File: config.mk
export PLATFORM = sky130hd
export DESIGN_NAME = flit_depacketizer_flat
export DESIGN_NICKNAME = d
export VERILOG_FILES = /design/src/rtl/noc_pkg.sv /design/src/rtl/flit_depacketizer_if.sv /design/src/rtl/flit_depacketizer.sv /design/src/flat_wrapper.sv
export SDC_FILE = /design/constraint.sdc
export NUM_CORES = 1
export LEC_CHECK = 0
export CAP_MARGIN = 20
export CORE_UTILIZATION = 50
export CTS_CLUSTER_SIZE = 24
export DETAILED_ROUTE_END_ITERATION = 16
export PLACE_DENSITY = 0.79
export SLEW_MARGIN = 20
export SYNTH_ARGS = -nofsm -noshare
export SYNTH_HDL_FRONTEND = slang
export SYNTH_SLANG_ARGS = --single-unit
export TNS_END_PERCENT = 10
File: constraint.sdc
create_clock -name clk -period 3.25 [get_ports clk]
set_input_delay 0.975 -clock clk [delete_from_list [all_inputs] [get_ports clk]]
set_output_delay 0.975 -clock clk [all_outputs]
set_load 0.03 [all_outputs]
File: src/rtl/noc_pkg.sv
// Shared flit protocol definitions for the core-to-router link.
// The DISCARD state exists only when DEPKT_ADDR_CHECK_EN is defined.
package noc_pkg;

    localparam int FLIT_W       = 16;
    localparam int ADDR_W       = 4;
    localparam int SLICE_W      = 14;
    localparam int HEAD_SLICE_W = 6;

    localparam logic [1:0] FT_HEAD = 2'b00;
    localparam logic [1:0] FT_BODY = 2'b01;
    localparam logic [1:0] FT_TAIL = 2'b10;
    localparam logic [1:0] FT_RSVD = 2'b11;

    localparam logic [1:0] ERR_NONE = 2'b00;
    localparam logic [1:0] ERR_TYPE = 2'b01;
    localparam logic [1:0] ERR_LEN  = 2'b10;
    localparam logic [1:0] ERR_ADDR = 2'b11;

    typedef enum logic [1:0] {
        IDLE = 2'd0,
        BODY = 2'd1,
        HOLD = 2'd2
`ifdef DEPKT_ADDR_CHECK_EN
        , DISCARD = 2'd3
`endif
    } state_t;

endpackage

File: src/rtl/flit_depacketizer_if.sv
// Flit input stream and packet output handshake of the depacketizer.
// slave: depacketizer side; master: producer/consumer side.
interface flit_depacketizer_if
    import noc_pkg::*;
#(
    parameter int N = 4
);
    localparam int PAYLOAD_W = SLICE_W * N - 8;

    logic [FLIT_W-1:0]    flit_in;
    logic                 flit_valid;
    logic                 flit_ready;
    logic                 pkt_valid;
    logic                 pkt_ready;
    logic [ADDR_W-1:0]    pkt_src;
    logic [ADDR_W-1:0]    pkt_des;
    logic [PAYLOAD_W-1:0] pkt_data;
    logic                 err;
    logic [1:0]           err_code;

    modport slave (
        input  flit_in, flit_valid, pkt_ready,
        output flit_ready, pkt_valid, pkt_src, pkt_des, pkt_data, err, err_code
    );

    modport master (
        output flit_in, flit_valid, pkt_ready,
        input  flit_ready, pkt_valid, pkt_src, pkt_des, pkt_data, err, err_code
    );

endinterface

File: src/rtl/flit_depacketizer.sv
// Reassembles head/body/tail flit streams into one packet held until consumed.
// Optional DEPKT_ADDR_CHECK_EN drops packets whose destination is not MY_ADDR.
module flit_depacketizer
    import noc_pkg::*;
#(
    parameter int                N       = 4,
    parameter logic [ADDR_W-1:0] MY_ADDR = 4'h0
) (
    input logic                clk,
    input logic                rst,
    flit_depacketizer_if.slave bus
);
    localparam int PAYLOAD_W = SLICE_W * N - 8;
    localparam int CNT_W     = $clog2(N);
    localparam logic [CNT_W-1:0] CNT_ONE  = CNT_W'(1);
    localparam logic [CNT_W-1:0] CNT_LAST = CNT_W'(N - 1);

    state_t               r_state, w_state_nxt, w_head_state;
    logic [CNT_W-1:0]     r_cnt, w_cnt_nxt;
    logic                 r_flit_ready, r_pkt_valid, r_err, w_err_nxt;
    logic [1:0]           r_err_code, w_err_code_nxt;
    logic [ADDR_W-1:0]    r_src, r_des;
    logic [PAYLOAD_W-1:0] r_data;
    logic [1:0]           w_type;
    logic [ADDR_W-1:0]    w_flit_src, w_flit_des;
    logic                 w_fire, w_head, w_store, w_addr_err;

    assign w_type     = bus.flit_in[FLIT_W-1 -: 2];
    assign w_flit_src = bus.flit_in[13:10];
    assign w_flit_des = bus.flit_in[9:6];
    assign w_fire     = bus.flit_valid && r_flit_ready;

`ifdef DEPKT_ADDR_CHECK_EN
    assign w_addr_err   = (w_flit_des != MY_ADDR);
    assign w_head_state = w_addr_err ? DISCARD : BODY;
`else
    logic w_unused_my_addr;
    assign w_unused_my_addr = ^MY_ADDR;
    assign w_addr_err       = 1'b0;
    assign w_head_state     = BODY;
`endif

    // Next-state, counter and error decode for one accepted flit.
    always_comb begin
        w_state_nxt    = r_state;
        w_cnt_nxt      = r_cnt;
        w_err_nxt      = 1'b0;
        w_err_code_nxt = ERR_NONE;
        w_head         = 1'b0;
        w_store        = 1'b0;
        case (r_state)
            IDLE: begin
                if (w_fire) begin
                    if (w_type == FT_HEAD) begin
                        w_head         = 1'b1;
                        w_cnt_nxt      = CNT_ONE;
                        w_state_nxt    = w_head_state;
                        w_err_nxt      = w_addr_err;
                        w_err_code_nxt = w_addr_err ? ERR_ADDR : ERR_NONE;
                    end else begin
                        w_err_nxt      = 1'b1;
                        w_err_code_nxt = ERR_TYPE;
                    end
                end else begin
                    w_state_nxt = IDLE;
                end
            end
            BODY: begin
                if (w_fire) begin
                    case (w_type)
                        FT_BODY: begin
                            if (r_cnt == CNT_LAST) begin
                                w_err_nxt      = 1'b1;
                                w_err_code_nxt = ERR_LEN;
                                w_state_nxt    = IDLE;
                            end else begin
                                w_store   = 1'b1;
                                w_cnt_nxt = r_cnt + CNT_ONE;
                            end
                        end
                        FT_TAIL: begin
                            if (r_cnt == CNT_LAST) begin
                                w_store     = 1'b1;
                                w_state_nxt = HOLD;
                            end else begin
                                w_err_nxt      = 1'b1;
                                w_err_code_nxt = ERR_LEN;
                                w_state_nxt    = IDLE;
                            end
                        end
                        // A new head restarts reassembly; the length error wins.
                        FT_HEAD: begin
                            w_head         = 1'b1;
                            w_cnt_nxt      = CNT_ONE;
                            w_state_nxt    = w_head_state;
                            w_err_nxt      = 1'b1;
                            w_err_code_nxt = ERR_LEN;
                        end
                        default: begin
                            w_err_nxt      = 1'b1;
                            w_err_code_nxt = ERR_TYPE;
                            w_state_nxt    = IDLE;
                        end
                    endcase
                end else begin
                    w_state_nxt = BODY;
                end
            end
            HOLD: begin
                if (bus.pkt_ready) begin
                    w_state_nxt = IDLE;
                end else begin
                    w_state_nxt = HOLD;
                end
            end
`ifdef DEPKT_ADDR_CHECK_EN
            DISCARD: begin
                if (w_fire && (w_type == FT_TAIL)) begin
                    w_state_nxt = IDLE;
                end else begin
                    w_state_nxt = DISCARD;
                end
            end
`endif
            default: begin
                w_state_nxt = IDLE;
            end
        endcase
    end

    // Control state, handshake flags and error pulse.
    always_ff @(posedge clk or posedge rst) begin
        if (rst) begin
            r_state      <= IDLE;
            r_cnt        <= '0;
            r_flit_ready <= 1'b1;
            r_pkt_valid  <= 1'b0;
            r_err        <= 1'b0;
            r_err_code   <= ERR_NONE;
        end else begin
            r_state      <= w_state_nxt;
            r_cnt        <= w_cnt_nxt;
            r_flit_ready <= (w_state_nxt != HOLD);
            r_pkt_valid  <= (w_state_nxt == HOLD);
            r_err        <= w_err_nxt;
            r_err_code   <= w_err_code_nxt;
        end
    end

    // Header fields and payload slices, written in place by slice index.
    always_ff @(posedge clk or posedge rst) begin
        if (rst) begin
            r_src  <= '0;
            r_des  <= '0;
            r_data <= '0;
        end else begin
            if (w_head) begin
                r_src <= w_flit_src;
                r_des <= w_flit_des;
                r_data[PAYLOAD_W-1 -: HEAD_SLICE_W] <= bus.flit_in[HEAD_SLICE_W-1:0];
            end else if (w_store) begin
                r_data[SLICE_W*(N-1-int'(r_cnt)) +: SLICE_W] <= bus.flit_in[SLICE_W-1:0];
            end else begin
                r_data <= r_data;
            end
        end
    end

    assign bus.flit_ready = r_flit_ready;
    assign bus.pkt_valid  = r_pkt_valid;
    assign bus.pkt_src    = r_src;
    assign bus.pkt_des    = r_des;
    assign bus.pkt_data   = r_data;
    assign bus.err        = r_err;
    assign bus.err_code   = r_err_code;

endmodule

File: src/flat_wrapper.sv
// flat-port wrapper written by rule: the top's interface ports become plain ports
module flit_depacketizer_flat import noc_pkg::*;
#(
    parameter int                N       = 4,
    parameter logic [ADDR_W-1:0] MY_ADDR = 4'h0
)
  (clk, rst, bus_flit_in, bus_flit_valid, bus_pkt_ready, bus_flit_ready, bus_pkt_valid, bus_pkt_src, bus_pkt_des, bus_pkt_data, bus_err, bus_err_code);
  flit_depacketizer_if #(.N(N)) bus_i ();
  input logic clk;
  input logic rst;
  input wire logic [$bits(bus_i.flit_in)-1:0] bus_flit_in;
  input wire logic [$bits(bus_i.flit_valid)-1:0] bus_flit_valid;
  input wire logic [$bits(bus_i.pkt_ready)-1:0] bus_pkt_ready;
  output wire logic [$bits(bus_i.flit_ready)-1:0] bus_flit_ready;
  output wire logic [$bits(bus_i.pkt_valid)-1:0] bus_pkt_valid;
  output wire logic [$bits(bus_i.pkt_src)-1:0] bus_pkt_src;
  output wire logic [$bits(bus_i.pkt_des)-1:0] bus_pkt_des;
  output wire logic [$bits(bus_i.pkt_data)-1:0] bus_pkt_data;
  output wire logic [$bits(bus_i.err)-1:0] bus_err;
  output wire logic [$bits(bus_i.err_code)-1:0] bus_err_code;
  assign bus_i.flit_in = bus_flit_in;
  assign bus_i.flit_valid = bus_flit_valid;
  assign bus_i.pkt_ready = bus_pkt_ready;
  assign bus_flit_ready = bus_i.flit_ready;
  assign bus_pkt_valid = bus_i.pkt_valid;
  assign bus_pkt_src = bus_i.pkt_src;
  assign bus_pkt_des = bus_i.pkt_des;
  assign bus_pkt_data = bus_i.pkt_data;
  assign bus_err = bus_i.err;
  assign bus_err_code = bus_i.err_code;
  flit_depacketizer #(.N(N), .MY_ADDR(MY_ADDR)) u_core (.clk(clk), .rst(rst), .bus(bus_i));
endmodule
==> run summary <==
Max_cap viols = 0
Max FO, Critical Path = 9
Prevailing post-synth register cell = dfrtp_1
CP bufs+invs = 3
TNS Setup = 0 ns
Io pins = 81
Unrepaired setup endpoints after global routing = false
Adder-cell share of the synthesized area = 3.04%
Mux cell area share after synthesis = 11.0%
Post-CTS setup buffer count = 0
WHS = 0.482 ns
Final period util = 86.6%
Register area share after synthesis = 39.5%
Initial antenna violation count = 0
Leakage = 0.00227 uW
Synth Area in Compound Gates = 19.2%
Fillers = 659
Nets = 527
Die Y = 92.8 microns
Clock latency on the worst-skew pair = 0.35 ns
Design area = 0.00526 sq mm
Longest Clk Path Bufs = 2
Placed insts = 588
Most common cell after layout, fill and taps aside = clkdlybuf4s50_1
PwrDens = 654 mW/mm^2
Avg WL per Cell = 21.3 microns
Initial Utilization = 52.5%
PostCTS Resize Cnt = 0
First-pass GRT wire length = 20200 microns
Initial DRT Pass Iterations = 5
Area Overhead vs Synth = 27.8%
# H-tree levels = 3
Pin count of the biggest net entering global routing = 44
Rel. slew slack = 50.9%
I/O Buffers = 80
Largest family of logic cells by synthesized area = simple AND/OR/NAND/NOR gates
CTS tree = done
Core Area = 0.00785 sq mm
Synth unique cells = 69
Initial DRC count = 322
Worst-path clk slew = 0.08 ns
Most frequent cells in the layout = clkdlybuf4s50_1, dfrtp_1, nand2_1
Routed WL = 12900 microns
Final Skew = 0.00920 ns
Hold path cells = 2
RePlAce Congestion = 0.978
Async set or reset register ratio after synthesis = 100%
Final Max Slew Viols = 0
Peak supply drop = 458 uV
Layout cells sized above 1 = 15.7%
CP Capture Type = flip-flop
Synth Area in XOR/XNOR = 0%
DIE WIDTH = 92.8 microns
Fin crit period = 2.81 ns
DR vias = 3880
Via-to-Cell Ratio = 6.42
Final hold vios = 0
Hold buffer count at cts = 0
Actual slew at the worst max-slew pin = 0.737 ns
Overflow after GRT = 0
Final setup violation count = 0
FMAX = 0.355 GHz
CP cell instances = clkdlybuf4s50_1 -> inv_1 -> ha_1 -> nor2_2 -> buf_4 -> and4_1 -> nand3_2 -> o21ai_0
FF+latch count, synth = 65
Antenna Nets Post-Route = 0
Logic depth of the worst path, buffers included = 8
Crit start category = input port
Synth warn = 0
Fraction of the mapped netlist area in simple logic gates = 21.1%
Post-DP Area = 0.00504 sq mm
Synthesized area per cell = 9.93 sq um
Mapped cell area = 0.00412 sq mm
Tot GR Track Use = 31.1%
Post-Syn Nets = 445
Synth Instances = 415
Hold Path Class = reg2reg
HPWL Detailed = 9620 microns
Num CTS Buffers = 9
Register-to-Register Path Depth = 7
CP arrival = 3.07 ns
Non-filler instance count after layout = 604
Status = completed
Slowest CP cell = clkdlybuf4s50_1
Clk sink count = 65
Required @ worst endpoint = 3.50 ns
Row cnt = 32
Die area = 0.00860 sq mm
CP delay by family, top = simple AND/OR/NAND/NOR gates
Post-synth EDFFs = 0
DR DRC count = 0
Diodes inserted = 0
CTS root buf = clkbuf_8
Vias in the first global route = 3661
Max incr delay on CP = 0.53 ns
Worst setup path category = in2reg
[flip-flops by register name, indices dropped and copies added, names as in the netlist, 2 cells and up]
| register | cells |
|---|---|
| u_core.bus.pkt_src | 4 |
| u_core.bus.pkt_data | 48 |
| u_core.r_state | 2 |
| u_core.bus.err_code | 2 |
| u_core.r_cnt | 2 |
| u_core.bus.pkt_des | 4 |
[cells by family (layout without fill, tap and decap cells)]
group | after synthesis | in the layout
simple gates | 152 | 152
compound gates | 104 | 104
flops | 65 | 65
buf+inv | 47 | 134
mux | 37 | 37
fa+ha+maj | 10 | 10
[cell usage after synthesis (3+ instances only)]
master,instances,area [sq um]
o21ai_1,9,45.0
nand3b_1,3,22.5
a32oi_1,5,43.8
mux4_2,5,113
a22oi_1,8,60.1
nor2b_1,9,56.3
dfrtp_1,64,1600
nand3_1,16,80.1
a221o_1,9,90.1
mux2_2,13,146
a21oi_1,9,45.0
a22o_1,4,35.0
and4_1,5,43.8
nand2_1,40,150
buf_2,16,80.1
buf_6,6,67.6
nand2b_1,9,56.3
buf_4,3,22.5
nor4_1,6,37.5
a211o_1,4,35.0
clkbuf_1,8,30.0
a31oi_1,6,37.5
mux2i_1,18,180
nor3_1,8,40.0
o21ai_0,17,85.1
o211ai_1,5,37.5
nor2_1,16,60.1
nand4_1,4,25.0
ha_1,10,125
and3_1,9,56.3
nor3b_1,3,22.5
nand4_2,3,37.5
inv_1,13,48.8
[metal layers]
layer | GRT usage [%] | part of all wire (%)
met1 | 43.1 | 43
met2 | 47.5 | 46
met3 | 5.50 | 7.9
met4 | 13.5 | 3.2
met5 | 0 | 0
[final cells by class]
class                   instances  area, sq um  area share [%]
multi-input cells             303         2240            42.5
flip-flops and latches         65         1630            30.9
repair buffers                105         1000            19.0
well taps                     102          128            2.43
clock buffers                   9          124            2.35
clock inverters                 7         95.1            1.81
inverters                      13         48.8           0.927
[worst reg2reg max path, stage by stage (launching register included)]
cell,delay (ns)
dfrtp_1,0.42
inv_1,0.12
ha_1,0.54
buf_4,0.29
mux4_2,0.53
nand2b_1,0.19
nor3_1,0.09
a211o_1,0.29
[report_power, final]
group | switching (uW) | internal, uW
clock | 329 | 431
sequential | 73.5 | 933
combinational | 1020 | 653
total | 1420 | 2020
[stage by stage]
stage / util [%] / worst slack, ns / power, uW
after floorplan: - / 0.650 / 2120
after global placement: 64.3 / 0.217 / 2650
after detailed placement: 64.3 / 0.113 / 2660
after CTS: 67.1 / 0.474 / 3430
after global routing: 67.1 / 0.318 / 3610
final: 67.1 / 0.436 / 3440
[path summary, 6_finish.rpt]
kind                            slack (ns)                   start                 endpoint
worst max-delay path                  0.44         bus_flit_in[15]  u_core.bus.pkt_data[37]
worst min-delay path                  0.48  u_core.bus.pkt_data[4]   u_core.bus.pkt_data[4]
worst max register to register        0.67         u_core.r_cnt[1]  u_core.bus.pkt_data[24]
worst min register to register        0.48  u_core.bus.pkt_data[4]   u_core.bus.pkt_data[4]
max in group asynchronous             1.66                     rst    u_core.bus.pkt_src[0]
min in group asynchronous             0.98                     rst  u_core.bus.pkt_data[13]
(Power assumes the default switching activity.)
